## src/rtl/music_seq.sv

```systemverilog
// music_seq: playback sequencer for the note RAM.
// After reset it scans the RAM for the end-of-song byte to derive music_len.
// It then steps ram_addr_out through the song at STEP_HZ notes per second
// under play/pause/restart control.
module music_seq #(
    parameter int         CLK_HZ   = 100_000_000,
    parameter int         STEP_HZ  = 4,
    parameter logic [7:0] END_CODE = 8'hFF
) (
    input  logic        sys_clk,
    input  logic        sys_rst_n,
    input  logic        play_toggle,
    input  logic        restart,
    output logic [11:0] ram_rd_addr,
    input  logic [7:0]  ram_rd_data,
    output logic [11:0] ram_addr_out,
    output logic [11:0] music_len,
    output logic [7:0]  note_code,
    output logic        note_valid,
    output logic        playing,
    output logic        scan_done
);
    // DIV must be at least 4 so that a new tick never overlaps a fetch in flight.
    localparam int DIV = CLK_HZ / STEP_HZ;
    localparam int PW  = $clog2(DIV);
    localparam logic [PW-1:0] PRESC_LAST = PW'(DIV - 1);

    localparam logic [2:0] SCAN_RD  = 3'd0;
    localparam logic [2:0] SCAN_CHK = 3'd1;
    localparam logic [2:0] IDLE     = 3'd2;
    localparam logic [2:0] PLAY     = 3'd3;
    localparam logic [2:0] DONE     = 3'd4;

    logic [2:0]    state_reg, state_next, base_state;
    logic [11:0]   rd_addr_reg, rd_addr_next;
    logic [11:0]   len_reg, len_next;
    logic          scan_done_reg, scan_done_next;
    logic [11:0]   addr_reg, addr_next, addr_inc;
    logic [7:0]    code_reg, code_next;
    logic          valid_reg, valid_next;
    logic [PW-1:0] presc_reg, presc_next;
    logic          e1_reg, e1_next;   // fetch address issued, RAM reading
    logic          e2_reg, e2_next;   // RAM data valid, emit this cycle
    logic          song_end;

    assign addr_inc = addr_reg + 12'd1;
    // The last note's completion ends the song, unless a restart overrides it.
    assign song_end = e2_reg && !restart && (addr_inc == len_reg);

    // Next-state logic: length scan, prescaler, fetch pipeline and play control.
    always_comb begin
        state_next     = state_reg;
        base_state     = state_reg;
        rd_addr_next   = rd_addr_reg;
        len_next       = len_reg;
        scan_done_next = scan_done_reg;
        addr_next      = addr_reg;
        code_next      = code_reg;
        valid_next     = 1'b0;
        presc_next     = presc_reg;
        e1_next        = 1'b0;
        e2_next        = 1'b0;
        case (state_reg)
            SCAN_RD: begin
                state_next = SCAN_CHK;
            end
            SCAN_CHK: begin
                if (ram_rd_data == END_CODE) begin
                    len_next       = rd_addr_reg;
                    scan_done_next = 1'b1;
                    state_next     = IDLE;
                end else if (rd_addr_reg == 12'hFFF) begin
                    len_next       = 12'hFFF;
                    scan_done_next = 1'b1;
                    state_next     = IDLE;
                end else begin
                    rd_addr_next = rd_addr_reg + 12'd1;
                    state_next   = SCAN_RD;
                end
            end
            default: begin
                // A fetch in flight completes whatever the play state is.
                if (e2_reg) begin
                    code_next  = ram_rd_data;
                    valid_next = 1'b1;
                    addr_next  = addr_inc;
                end
                e2_next = e1_reg;
                if (state_reg == PLAY) begin
                    presc_next = (presc_reg == PRESC_LAST) ? '0 : presc_reg + PW'(1);
                    if (presc_reg == '0) begin
                        rd_addr_next = addr_reg;
                        e1_next      = 1'b1;
                    end
                end
                // Restart is applied first; the toggle then acts on the result.
                if (restart) begin
                    addr_next  = 12'd0;
                    presc_next = '0;
                    code_next  = code_reg;
                    valid_next = 1'b0;
                    e1_next    = 1'b0;
                    e2_next    = 1'b0;
                    base_state = (state_reg == DONE) ? IDLE : state_reg;
                end
                state_next = base_state;
                if (song_end) begin
                    state_next = DONE;
                end else if (play_toggle) begin
                    case (base_state)
                        IDLE: if (len_reg != 12'd0) state_next = PLAY;
                        PLAY: state_next = IDLE;
                        DONE: begin
                            addr_next  = 12'd0;
                            presc_next = '0;
                            state_next = PLAY;
                        end
                        default: state_next = base_state;
                    endcase
                end
            end
        endcase
    end

    // State registers; asynchronous reset restarts the length scan.
    always_ff @(posedge sys_clk or negedge sys_rst_n) begin
        if (!sys_rst_n) begin
            state_reg     <= SCAN_RD;
            rd_addr_reg   <= 12'd0;
            len_reg       <= 12'd0;
            scan_done_reg <= 1'b0;
            addr_reg      <= 12'd0;
            code_reg      <= 8'd0;
            valid_reg     <= 1'b0;
            presc_reg     <= '0;
            e1_reg        <= 1'b0;
            e2_reg        <= 1'b0;
        end else begin
            state_reg     <= state_next;
            rd_addr_reg   <= rd_addr_next;
            len_reg       <= len_next;
            scan_done_reg <= scan_done_next;
            addr_reg      <= addr_next;
            code_reg      <= code_next;
            valid_reg     <= valid_next;
            presc_reg     <= presc_next;
            e1_reg        <= e1_next;
            e2_reg        <= e2_next;
        end
    end

    assign ram_rd_addr  = rd_addr_reg;
    assign ram_addr_out = addr_reg;
    assign music_len    = len_reg;
    assign note_code    = code_reg;
    assign note_valid   = valid_reg;
    assign scan_done    = scan_done_reg;
    assign playing      = (state_reg == PLAY);
endmodule

```

## config.mk

```make
export PLATFORM = sky130hd
export DESIGN_NAME = music_seq
export DESIGN_NICKNAME = d
export VERILOG_FILES = /design/src/rtl/music_seq.sv
export SDC_FILE = /design/constraint.sdc
export NUM_CORES = 1
export LEC_CHECK = 0
export CAP_MARGIN = 20
export CORE_UTILIZATION = 56
export DETAILED_ROUTE_END_ITERATION = 8
export GPL_TIMING_DRIVEN = 0
export PLACE_DENSITY_LB_ADDON = 0.2
export SLEW_MARGIN = 20
export SYNTH_ARGS = -nofsm -noshare
export SYNTH_HDL_FRONTEND = slang
export SYNTH_SLANG_ARGS = --single-unit
```

## constraint.sdc

```tcl
create_clock -name sys_clk -period 2.7 [get_ports sys_clk]
set_input_delay 0.27 -clock sys_clk [delete_from_list [all_inputs] [get_ports sys_clk]]
set_output_delay 0.27 -clock sys_clk [all_outputs]
set_load 0.005 [all_outputs]
```

# Yosys cells after proc, flatten, opt, wreduce, memory -nomap -nowiden
# Cells that the tools add are included.
[op_classes] add_sub_neg=3 eq_ne=12 mux=39 bitwise_logic=3 reduce_logical=13
[op_table] operator="2-to-1 mux 25 bit" n=6
[op_table] operator="2-to-1 mux 12 bit" n=11
[op_table] operator="adder 25 x 1 -> 25 bit (second input constant)" n=1
[op_table] operator="== test 25 bit (second input constant)" n=1
[op_table] operator="zero test 25 bit" n=1
[op_table] operator="adder 12 x 1 -> 12 bit (second input constant)" n=2
[op_table] operator="one-hot mux 12 bit (2 select lines)" n=1
[op_table] operator="2-to-1 mux 3 bit" n=6
[op_table] operator="== test 12 bit" n=1
[op_table] operator="== test 12 bit (second input constant)" n=1
[op_table] operator="nonzero test 12 bit" n=1
[op_table] operator="2-to-1 mux 1 bit" n=11
[op_table] operator="== test 3 x 2 -> 1 bit (second input constant)" n=3
[op_table] operator="one-hot mux 3 bit (3 select lines)" n=1
[op_table] operator="== test 8 bit (second input constant)" n=1
[op_table] operator="== test 3 bit (second input constant)" n=2
[op_table] operator="one-hot mux 3 bit (2 select lines)" n=1
[op_table] operator="nonzero test 2 bit" n=3
[op_table] operator="AND reduction 5 bit" n=1
[op_table] operator="2-to-1 mux 2 bit" n=2
[op_table] operator="!= test 2 bit (second input constant)" n=2
[op_table] operator="== test 3 x 1 -> 1 bit (second input constant)" n=1
[op_table] operator="zero test 3 bit" n=1
[op_table] operator="inverter 1 bit" n=3
[op_table] operator="other kinds (5)" n=6
[totals] regBits=76 inputBits=12 output_inout_bits=47 word_cells=80

# Logic depth before layout (Yosys ltp)
# Gate-level depths: netlist of the first run.
[depth] depth_word=9 depth_mapped=11 ltp_nobuf=9

# Least setup slack after synthesis of the first run
# No wires, ideal clock.
[synth_timing] kind="reg-to-reg" startpoint="reg addr_reg[1] (netlist: ram_addr_out[1])" endpoint="reg presc_reg[15]" arrival_ns=2.284 required_time_ns=2.627 setup_slack_ns=0.343 stages_incl_launch_ff=10 n_path_buf=1 cell_sequence="dfrtp_1 > ha_1 > buf_4 > and4_2 > nand2_2 > o311ai_0 > nor2_1 > or3_4 > a211oi_2 > a2bb2oi_2"
[synth_between] elab_chain_cells=4
[synth_rtl] item="from (decl)" line_no="38" source="logic [11:0] addr_reg, addr_next, addr_inc;"
[synth_rtl] item="from (signal assigned)" line_no="143" source="addr_reg <= addr_next;"
[synth_rtl] item="adder 12 x 1 -> 12 bit" line_no="46" source="assign addr_inc = addr_reg + 12'd1;"
[synth_rtl] item="== test 12 bit" line_no="48" source="assign song_end = e2_reg && !restart && (addr_inc == len_reg);"
[synth_rtl] item="logical AND 1 bit" line_no="48"
[synth_rtl] item="2-to-1 mux 25 bit" line_no="107" source="if (song_end) begin"
[synth_rtl] item="to (signal assigned)" line_no="146" source="presc_reg <= presc_next;"
[synth_rtl] item="to (decl)" line_no="41" source="logic [PW-1:0] presc_reg, presc_next;"
# No other way between the ends.
# A chain may end at the register's enable or synchronous reset.

# Worst setup path after layout of the first run
[layout_timing] startpoint="reg addr_reg[0] (netlist: ram_addr_out[0])" endpoint="reg addr_reg[6] (netlist: ram_addr_out[6])"
[layout_between] elab_chain_cells=6
[layout_rtl] item="adder 12 x 1 -> 12 bit *" line_no="46"
[layout_rtl] item="2-to-1 mux 12 bit" line_no="83" source="if (e2_reg) begin"
[layout_rtl] item="2-to-1 mux 12 bit" line_no="97" source="if (restart) begin"
[layout_rtl] item="2-to-1 mux 12 bit" line_no="110" source="case (base_state)"
[layout_rtl] item="2-to-1 mux 12 bit" line_no="109" source="end else if (play_toggle) begin"
[layout_rtl] item="2-to-1 mux 12 bit *" line_no="107"
# Every way passes the cells marked *; elsewhere a longest branch is shown, timed or not.

==> results.txt, run 1 <==
Largest net degree at the start of global routing - 55
HP Class - in -> async
Max-cap violation count - 0
Dpl cells - 697
Critical Path Source Type - register
F_max - 382 MHz
Post-synthesis mux area share - 1.93%
Sequential cell area fraction in the yosys report - 40.8%
Simple logic cell fraction of the synthesized area - 28.7%
GR Util All Layers - 31.5%
Critical path arrival - 2.88 ns
Yosys cell types - 64
Clock-pin slew on the worst setup and hold paths - 0.09 ns
Clock latency on the worst-skew pair - 0.36 ns
Fin cells - 715
Global-route wire length before repair - 21500 um
Synthesized Nets - 552
Synth Area in Adders - 1.07%
H-tree depth - 3
Gpl congestion - 0.908
Post-DR wirelength/cell - 18.7 um
Vias in the first global route - 4387
Top_reg_cell synth - dfrtp_1
Synth Area in Compound Gates - 19.4%
Final hold slack - 0.349 ns
CP max FO - 10
Number of flops mapped to enable cells by yosys - 0
CTS Buf Count - 9
WL final - 13400 um
Layout cells sized above 1 - 10.3%
Core Region - 0.00789 mm^2
Flops & latches, synth - 76
Final Cycle Share - 97.0%
# IOs - 59
Clk buf depth - 2
Post-Synth XOR/XNOR Area - 3.57%
Initial antenna violation count - 0
Die Y - 93.3 um
Die W - 93.3 um
Area Growth Syn to Fin - 22.0%
Final WS setup - 0.0807 ns
Avg Vias per Cell - 6.67
Gr ovfl total - 0
Post-Place Worst Slack - -0.300 ns
FF-to-FF path depth - 11
TritonCTS Sinks - 76
Syn Inst Count - 536
Worst Setup Path Type - reg -> reg
PwrDens - 714 mW/mm^2
Clock skew - 0.0118 ns
Num rows - 32
ANT nets after route - 0
Clk root buf - clkbuf_8
CP endpoint kind - register
Starting Density - 59.2%
Ys Warns - 0
Max-slew violation count - 0
Max_slew headroom - 58.8%
DP HPWL - 9380 um
TritonRoute pass-1 iters - 5
# fillers - 584
Combinational family with the most area after synthesis - simple AND/OR/NAND/NOR gates
Syn avg cell area - 8.70 um^2
Tmin final - 2.62 ns
# port buffers - 58
Design Power - 4.07 mW
Status - complete, no violations
Die ar. - 0.00870 mm^2
Post-Syn Area - 0.00467 mm^2
Via count - 4771
Slew @ Worst Pin - 0.612 ns
ANT cells - 0
Worst vdd ir - 0.574 mV
Layout net count - 624
Pleak - 2.31 nW
TritonCTS clock tree - yes
Final hold vios - 0
1st-iter DRT viols - 494
Drt drc - 0
Final core utilization - 72.2%
Async SR Flop Fraction - 100%
Req. time, crit path - 2.96 ns
Setup violations, final - 0
Largest register FFs - 25
worst paths after layout:
kind / from / to / slack [ns]
max: ram_addr_out[0] / ram_addr_out[6] / 0.08
min: sys_rst_n / presc_reg[2] / 0.35
max reg2reg: ram_addr_out[0] / ram_addr_out[6] / 0.08
min reg2reg: e1_reg / e2_reg / 0.47
max in group asynchronous: sys_rst_n / ram_rd_addr[10] / 1.78
min in group sys_clk: e1_reg / e2_reg / 0.47
area by class of cell:
type,count,area (um^2),share of cell area [%]
flip-flops and latches,76,1900,33.4
clock buffers,10,128,2.24
multi-input cells,413,2590,45.4
clock inverters,6,113,1.98
inverters,9,33.8,0.593
repair buffers,61,623,10.9
plain buffers,38,179,3.14
well taps,102,128,2.24
critical path, cell delays in order, from the launching register on:
cell,delay [ns]
dfrtp_1,0.37
ha_1,0.16
buf_4,0.16
and4_2,0.29
nand3_1,0.16
xnor2_1,0.25
nand4_1,0.20
nor3_4,0.29
buf_4,0.22
buf_4,0.21
a32oi_1,0.13
o31ai_1,0.10
synth_stat cells, drive strengths merged, types with 2 or more instances:
master,instances,area (um^2)
a211oi,2,20.0
a21boi,2,15.0
a21o,2,15.0
a21oi,26,130
a22oi,4,30.0
a2bb2oi,2,23.8
a31oi,7,43.8
a32oi,3,26.3
and2,9,56.3
and3,10,62.6
and4,9,80.1
buf,16,93.8
clkbuf,22,83.8
dfrtp,76,1900
ha,4,50.1
inv,9,33.8
mux2,8,90.1
nand2,60,228
nand2b,6,37.5
nand3,33,178
nand3b,5,37.5
nand4,20,131
nand4b,2,17.5
nor2,43,161
nor2b,7,43.8
nor3,18,95.1
nor4,13,81.3
nor4b,3,26.3
o211ai,8,60.1
o21a,3,22.5
o21ai,23,115
o221ai,11,96.3
o22a,12,105
o22ai,4,25.0
o311ai,4,35.0
o31ai,8,60.1
or2,4,25.0
or3,8,55.1
xnor2,12,105
xor2,7,61.3
report_power, final:
| part | switching (mW) | total (mW) | internal, mW | leakage, nW |
|---|---|---|---|---|
| logic | 0.769 | 1.44 | 0.669 | 1.17 |
| registers | 0.226 | 1.57 | 1.34 | 1.02 |
| clock network | 0.445 | 1.06 | 0.616 | 0.120 |
| total | 1.44 | 4.07 | 2.63 | 2.31 |
kinds of logic (layout without fill, tap and decap cells):
logic type	count (synthesis)	count (layout)
multiplexers	8	8
buffers and inverters	47	124
adder cells (fa/ha/maj)	4	4
AO/OA/AOI/OAI	129	129
AND/OR/NAND/NOR	253	253
XOR/XNOR	19	19
flip-flops	76	76
metrics by stage:
stage | TNS [ns] | instance area, um^2
6_report | 0 | 5690
5_1_grt | -1.17 | 5690
4_1_cts | 0 | 5650
3_5_place_dp | -3.41 | 5400
3_3_place_gp | -98.31 | 5370
2_1_floorplan | 0 | 4670
layer usage:
| metal | vias up | share of wire, % | GRT usage [%] |
|---|---|---|---|
| met5 | - | 0 | 0 |
| met4 | 0 | 1.8 | 11.0 |
| met3 | 29 | 9.6 | 5.12 |
| met2 | 296 | 46 | 47.4 |
| met1 | 2293 | 43 | 46.1 |
| li1 | 2153 | - | - |
cell usage in the layout, fill, tap and decap left out, drive strengths merged, types with 4 or more instances in the layout:
| cell type | instances |
|---|---|
| a21oi | 26 |
| a22oi | 4 |
| a31oi | 7 |
| and2 | 9 |
| and3 | 10 |
| and4 | 9 |
| buf | 19 |
| clkbuf | 32 |
| clkdlybuf4s50 | 57 |
| dfrtp | 76 |
| ha | 4 |
| inv | 9 |
| mux2 | 8 |
| nand2 | 60 |
| nand2b | 6 |
| nand3 | 33 |
| nand3b | 5 |
| nand4 | 20 |
| nor2 | 43 |
| nor2b | 7 |
| nor3 | 18 |
| nor4 | 13 |
| o211ai | 8 |
| o21ai | 23 |
| o221ai | 11 |
| o22a | 12 |
| o22ai | 4 |
| o311ai | 4 |
| o31ai | 8 |
| or2 | 4 |
| or3 | 8 |
| xnor2 | 12 |
| xor2 | 7 |
timing repair:
action | CTS | global route
cloned | 0 | 0
endpoints found under the hold margin | 22 | 0
pin swaps | 1 | 0
hold buffers | 1 | 0
setup buffers | 0 | 1
endpoints found under the setup margin | 34 | 38
gates resized for setup | 3 | 8
No activity file was read; power rests on OpenSTA's default activity.
==> inputs of run 2 (changes only) <==
--- a/config.mk
+++ b/config.mk
@@ -9,6 +9,7 @@
 export CORE_UTILIZATION = 56
 export DETAILED_ROUTE_END_ITERATION = 8
 export GPL_TIMING_DRIVEN = 0
+export MAX_ROUTING_LAYER = met4
 export PLACE_DENSITY_LB_ADDON = 0.2
 export SLEW_MARGIN = 20
 export SYNTH_ARGS = -nofsm -noshare
==> results.txt, run 2 (same netlist as run 1, synthesis figures left out) <==
Clock-pin slew on the worst setup and hold paths - 0.08 ns
Avg Vias per Cell - 6.53
CP max FO - 9
Final Cycle Share - 94.5%
Critical path arrival - 2.78 ns
Largest register FFs - 25
# port buffers - 58
Die W - 93.3 um
HP Class - in -> async
Gpl congestion - 0.920
Critical Path Source Type - register
Post-DR wirelength/cell - 18.1 um
Clock latency on the worst-skew pair - 0.36 ns
Worst vdd ir - 0.735 mV
Commonest non-fill, non-tap cell in the layout - dfrtp_1
TritonCTS clock tree - yes
RSZ-0062 raised after global routing - false
Setup violations, final - 0
CP endpoint kind - register
Max-cap violation count - 0
DP HPWL - 9360 um
CTS Buf Count - 9
DP Area - 0.00540 mm^2
WL final - 13000 um
Final instance area - 0.00561 mm^2
1st-iter DRT viols - 479
Clock skew - 0.00927 ns
Vias in the first global route - 4269
F_max - 392 MHz
Tmin final - 2.55 ns
ANT cells - 0
Largest net degree at the start of global routing - 56
Final hold vios - 0
GR Util All Layers - 32.5%
# IOs - 59
Pleak - 2.28 nW
Worst Setup Path Type - reg -> reg
Clk buf depth - 2
Die ar. - 0.00870 mm^2
Req. time, crit path - 2.93 ns
Final core utilization - 71.1%
Global-route wire length before repair - 21600 um
Clk root buf - clkbuf_8
TritonCTS Sinks - 76
Starting Density - 59.2%
Max_slew headroom - 27.9%
Gr ovfl total - 0
PwrDens - 668 mW/mm^2
Status - complete, no violations
Layout cells sized above 1 - 10.1%
Commonest non-fill, non-tap cells in the layout - 75 x dfrtp_1, 59 x nand2_1, 57 x clkdlybuf4s50_1, 42 x nor2_1, 32 x nand3_1
Area Growth Syn to Fin - 20.2%
Die Y - 93.3 um
Final hold slack - 0.343 ns
Drt drc - 0
Num rows - 32
Core Region - 0.00789 mm^2
Via count - 4676
Layout net count - 625
Max-slew violation count - 0
ANT nets after route - 0
Initial antenna violation count - 0
TritonRoute pass-1 iters - 6
Slew @ Worst Pin - 1.07 ns
H-tree depth - 3
run 2: worst paths after layout:
kind | slack, ns | cells past startpoint | endpoint | startpoint
setup / recovery | 0.15 | 6 | ram_addr_out[4] | state_reg[0]
hold / removal | 0.34 | 2 | presc_reg[4] | sys_rst_n
setup reg to reg | 0.15 | 6 | ram_addr_out[4] | state_reg[0]
hold reg to reg | 0.45 | 1 | e2_reg | e1_reg
max in group asynchronous | 1.78 | 3 | ram_rd_addr[10] | sys_rst_n
min in group sys_clk | 0.45 | 1 | e2_reg | e1_reg
run 2: critical path, stage by stage, from the launching register on:
cell and delay (ns):
dfrtp_1 0.36, buf_2 0.17, nand2b_1 0.18, nor3_1 0.87, o21ai_0 0.29, nor2_2 0.43, nor3_1 0.12
run 2: cell type report:
class                           instances  area, um^2
Multi-Input combinational cell        413        2570
Inverter                                9        33.8
Fill cell                             627        2280
Tap cell                              102         128
Buffer                                 38         179
Timing Repair Buffer                   62         631
Clock inverter                          5        28.8
Sequential cell                        76        1900
Clock buffer                           11         131
run 2: stage by stage:
step / TNS [ns] / instances / power (mW) / setup slack [ns]
2_1_floorplan: 0 / 536 / 2.30 / 0.343
3_3_place_gp: -99.77 / 696 / 2.92 / -1.30
3_5_place_dp: -2.29 / 697 / 2.97 / -0.243
4_1_cts: 0 / 714 / 3.72 / 0.00491
5_1_grt: 0 / 716 / 3.97 / 0.00766
6_report: 0 / 716 / 3.75 / 0.149
run 2: routing by layer:
layer  routed length [um]  global-route usage [%]
met1                 5860                    47.5
met2                 5820                    48.2
met3                 1060                    3.74
met4                  250                    8.72
met5                    0                       -
run 2: power by group:
group | internal (mW) | switching, mW | total, mW
sequential | 1.34 | 0.221 | 1.56
combinational | 0.668 | 0.757 | 1.42
clock | 0.330 | 0.431 | 0.761
run 2: repair_timing:
item                                   in CTS  in global routing
pin swaps                                   0                  1
gates resized for setup                     2                  8
buffers inserted                            0                  2
hold buffers                                1                  0
endpoints found under the hold margin      21                  0
setup endpoints to repair                  23                 49
